### config.mk
export PLATFORM = sky130hd
export DESIGN_NAME = pipeline_sequencer
export DESIGN_NICKNAME = d
export VERILOG_FILES = /design/src/rtl/pipeline_sequencer.sv
export SDC_FILE = /design/constraint.sdc
export NUM_CORES = 1
export LEC_CHECK = 0
export CORE_MARGIN = 1
export CORE_UTILIZATION = 46
export CTS_CLUSTER_SIZE = 20
export DETAILED_ROUTE_END_ITERATION = 6
export PLACE_DENSITY_LB_ADDON = 0.1
export SLEW_MARGIN = 5
export SYNTH_ARGS = -nofsm -noshare
export SYNTH_HDL_FRONTEND = slang
export SYNTH_SLANG_ARGS = --single-unit
### constraint.sdc
create_clock -name clk -period 1.6 [get_ports clk]
set_input_delay 0.32 -clock clk [delete_from_list [all_inputs] [get_ports clk]]
set_output_delay 0.32 -clock clk [all_outputs]
set_load 0.05 [all_outputs]
### src/rtl/pipeline_sequencer.sv
// Stall/flush sequencer for the 5-stage pipeline: single-cycle hazards, iterative
// multiply hold in E, data-memory wait in M, plus saturating hazard counters.
module pipeline_sequencer #(
    parameter int MUL_CYCLES = 4,
    parameter int CNT_W      = 16
) (
    input  logic             clk,
    input  logic             reset,
    input  logic             stall,
    input  logic             branchTaken,
    input  logic             mulStart,
    input  logic             memWait,
    input  logic             clrCnt,
    output logic             stallF,
    output logic             stallD,
    output logic             stallE,
    output logic             stallM,
    output logic             flushD,
    output logic             flushE,
    output logic             flushM,
    output logic             flushW,
    output logic             mulDone,
    output logic             err,
    output logic [CNT_W-1:0] stallCount,
    output logic [CNT_W-1:0] flushCount
);

    typedef enum logic {RUN, MUL} state_t;

    // The start cycle counts as the first of MUL_CYCLES hold cycles.
    localparam logic [3:0] CNT_INIT = 4'(MUL_CYCLES - 2);

    state_t           r_state;
    state_t           w_next_state;
    logic [3:0]       r_cnt;
    logic [3:0]       w_next_cnt;
    logic             r_err;
    logic             w_err_set;
    logic [CNT_W-1:0] r_stall_cnt;
    logic [CNT_W-1:0] r_flush_cnt;

    function automatic logic [CNT_W-1:0] sat_inc(input logic [CNT_W-1:0] v);
        return (&v) ? v : v + {{(CNT_W-1){1'b0}}, 1'b1};
    endfunction

    always_comb begin
        w_next_state = r_state;
        w_next_cnt   = r_cnt;
        w_err_set    = 1'b0;
        stallF       = 1'b0;
        stallD       = 1'b0;
        stallE       = 1'b0;
        stallM       = 1'b0;
        flushD       = 1'b0;
        flushE       = 1'b0;
        flushM       = 1'b0;
        flushW       = 1'b0;
        mulDone      = 1'b0;
        if (!reset) begin
            w_next_state = RUN;
        end else if (memWait) begin
            stallF = 1'b1;
            stallD = 1'b1;
            stallE = 1'b1;
            stallM = 1'b1;
            flushW = 1'b1;
        end else if (r_state == RUN && mulStart) begin
            stallF       = 1'b1;
            stallD       = 1'b1;
            stallE       = 1'b1;
            flushM       = 1'b1;
            w_next_state = MUL;
            w_next_cnt   = CNT_INIT;
            w_err_set    = branchTaken;
        end else if (r_state == MUL) begin
            stallF    = 1'b1;
            stallD    = 1'b1;
            stallE    = 1'b1;
            flushM    = 1'b1;
            w_err_set = branchTaken;
            if (r_cnt == 4'd0) begin
                mulDone      = 1'b1;
                w_next_state = RUN;
            end else begin
                w_next_cnt = r_cnt - 4'd1;
            end
        end else if (branchTaken) begin
            // A taken branch also squashes the instruction a load-use stall would hold.
            flushD = 1'b1;
            flushE = 1'b1;
        end else if (stall) begin
            stallF = 1'b1;
            stallD = 1'b1;
            flushE = 1'b1;
        end
    end

    always_ff @(posedge clk or negedge reset) begin
        if (!reset) begin
            r_state     <= RUN;
            r_cnt       <= 4'd0;
            r_err       <= 1'b0;
            r_stall_cnt <= '0;
            r_flush_cnt <= '0;
        end else begin
            r_state <= w_next_state;
            r_cnt   <= w_next_cnt;
            if (clrCnt) begin
                r_err       <= 1'b0;
                r_stall_cnt <= '0;
                r_flush_cnt <= '0;
            end else begin
                if (w_err_set) r_err <= 1'b1;
                if (stallF) r_stall_cnt <= sat_inc(r_stall_cnt);
                if (flushD || flushE) r_flush_cnt <= sat_inc(r_flush_cnt);
            end
        end
    end

    assign err        = r_err;
    assign stallCount = r_stall_cnt;
    assign flushCount = r_flush_cnt;

endmodule
==> results.md <==
* Status: complete, but fails checks
* Failing checks: setup timing
* First-pass GRT wire length at 13.3 mm
* Drt wl/cell at 27.1 µm
* Distinct cell type count after synthesis at 45
* Post-synth top flop: dfrtp_1
* FMAX at 516 MHz
* Sequential area share after synthesis at 42.5%
* Hold Path Class: in -> async
* Asr flop ratio synth at 100%
* Core region area at 0.00469 mm²
* Cell chain of the critical path: buf_4 > nor4bb_4 > and2_4 > buf_12
* CTS tree: built
* DR vias/cell at 7.06
* Initial antenna violation count at 0
* Post-route ant nets at 0
* Min Tclk post-route at 1940 ps
* Hold slack at 51.3 ps
* Gr usage total at 33.9%
* Ant. Diodes at 0
* # port buffers at 48
* WS Path Type: reg -> out
* Synth top cells by count: 38 x dfrtp_1, 30 x a21oi_1, 17 x o21ai_0, 17 x o31ai_1, 15 x or3_1
* Seq cells post-synth at 38
* EDFF count, synth at 0
* Placed Instances at 397
* P&R area growth vs syn at 101%
* LEAKAGE at 1.74 nW
* PwrDens at 532 mW/mm²
* Number of max-cap violations at 0
* # setup viols final at 39
* Die width at 71.7 µm
* Largest net degree at the start of global routing at 34
* Full die area at 0.00515 mm²
* Final Wtd Congestion at 0.893
* H-Tree Depth at 2
* Critical path endpoint category: primary output
* CTS buffer count at 5
* Worst skew pair latency at 310 ps
* Element type at the critical path start: register
* Worst VDD drop at 0.692 mV
* Period utilization at 121%
* Top-area cell type share of the netlist area at 42.5%
* Critical path's slowest cell: dfrtp_1
* Slew HR at 64.2%
* Post-DP HPWL at 4.79 mm
* Maximum clock insertion buffer count at 2
* Max-slew violations at 0
* Vert. Die Dim at 71.7 µm
* # fillers at 94
* Residual DRC count at 0
* Hold Fails Final Rpt at 0
* Post-Route WL at 11.7 mm
* Overall Power at 2.39 mW
* Clk Tree Root Cell: clkbuf_8
* Most frequent cell after synthesis: dfrtp_1
* RSZ-0062 raised after global routing: yes
* Ratio of cells with drive above 1 in the final layout at 68.3%
* Max FO, Critical Path at 5
* Vias at 3049
* Initial drt markers at 450
* Total grt overflow at 0
* Clock slew at reported path FFs at 90 ps
* Row cnt at 25
* Ys Warns at 0
* Starting Density at 47.7%
* Non-Filler Instances at 432
* Syn_nets at 253
* Area leader, netlist: dfrtp_1
* Syn Area/Cell at 9.21 µm²
* Synth Instances at 243
* Worst Tran Pin Value at 534 ps
* Area contributors post-synth: dfrtp_1 43%, a21oi_1 6.7%, o31ai_1 5.7%, or4_1 4.7%, or3_1 4.2%
* Cell area after synthesis at 0.00224 mm²
* Arr. time, crit path at 1620 ps
* Nets at 387
* I/O pin count at 49
* Final Worst Setup Slack at -338 ps
* CTS Sinks at 38
* Clock skew at 12.3 ps
* CP Data Required Time at 1280 ps
* CP max stage delay at 450 ps
* Drt first pass iters at 6
* Vias in the first global route at 2760
## layer usage
layer	routed length, µm	vias to the layer above	track usage (%)
met5	0	-	0
met4	879	0	19.6
met3	1130	98	8.02
met2	5680	297	57.1
met1	4030	1445	39.4
li1	-	1209	-
## cells in the final DEF (no fill, tap or decap), types with 3 or more instances in the layout
master	Yosys	final
nand4_1	7	7
buf_4	4	66
o31ai_1	17	10
clkbuf_8	0	6
o21ai_2	0	3
buf_6	1	22
or4_1	14	4
o21ai_0	17	9
or4_4	0	10
dfrtp_1	38	6
nand3b_1	3	3
nor3_2	0	3
buf_12	0	43
inv_1	11	8
or3_4	0	5
o31ai_4	0	3
o31ai_2	0	4
o211ai_1	4	4
dfrtp_2	0	32
a21oi_1	30	13
nand2_1	9	9
o21ai_1	1	4
a21oi_2	0	16
and3_1	5	3
or3_1	15	10
and2_4	0	3
nand3_1	8	6
nor2_1	7	6
o2111ai_4	0	3
buf_8	0	3
## what timing repair did
item	CTS	global route
gates cloned	2	0
hold buffers	0	0
setup buffers	12	13
resized for setup	40	75
endpoints found under the setup margin	41	39
pin swaps	30	41
## report_power, final
part	switching (mW)	total, mW	internal, mW	leakage [nW]
sequential	0.0588	1.07	1.01	0.470
clock	0.396	0.745	0.349	0.0482
combinational	0.323	0.584	0.261	1.22
total	0.778	2.39	1.62	1.74
## worst paths after layout
check | from | end | slack (ps) | cells after the start
worst max-delay path | r_state | mulDone | -340 | 4
worst min-delay path | reset | flushCount[13] | 50 | 2
worst max register to register | r_state | flushCount[13] | -300 | 7
worst min register to register | err | err | 560 | 2
max in group asynchronous | reset | stallCount[8] | 1280 | 3
min in group clk | branchTaken | err | 470 | 3
## sequential cells by signal, indices dropped and copies added, names as in the netlist
name and count:
flushCount 16, stallCount 16, r_cnt 4, err 1
r_state 1
## metrics by stage
stage | setup slack, ps | setup TNS, ps | instance area [µm²] | util [%]
4_1_cts | -276 | -4730 | 4110 | 87.6
3_5_place_dp | -696 | -22290 | 3740 | 79.7
6_report | -338 | -7670 | 4500 | 95.9
5_1_grt | -410 | -9020 | 4500 | 95.9
3_3_place_gp | -591 | -19690 | 3740 | 79.7
2_1_floorplan | -184 | -2300 | 2360 | -
## critical path: cells and delay by family (launching register included)
family        cells  cell delay, ps
flops             1             450
simple gates      2             540
buf+inv           2             320
## kinds of logic (layout without fill, tap and decap cells)
| logic type | count (synthesis) | count (layout) | synth area share (%) |
|---|---|---|---|
| AND/OR/NAND/NOR | 95 | 95 | 27.1 |
| AO/OA/AOI/OAI | 81 | 82 | 22.9 |
| flip-flops | 38 | 38 | 42.5 |
| buffers and inverters | 25 | 159 | 5.37 |
| adder cells (fa/ha/maj) | 3 | 3 | 1.68 |
| XOR/XNOR | 1 | 1 | 0.392 |
## cell type report
class                           count  area (µm²)  share of cell area (%)
Timing Repair Buffer              140        1690                    37.6
Sequential cell                    38         991                    22.0
Clock inverter                      1        5.00                   0.111
Inverter                           11        43.8                   0.973
Multi-Input combinational cell    181        1620                    35.9
Clock buffer                        7        86.3                    1.92
Tap cell                           54        67.6                    1.50
Note: power is estimated with default switching activity, not from simulation.
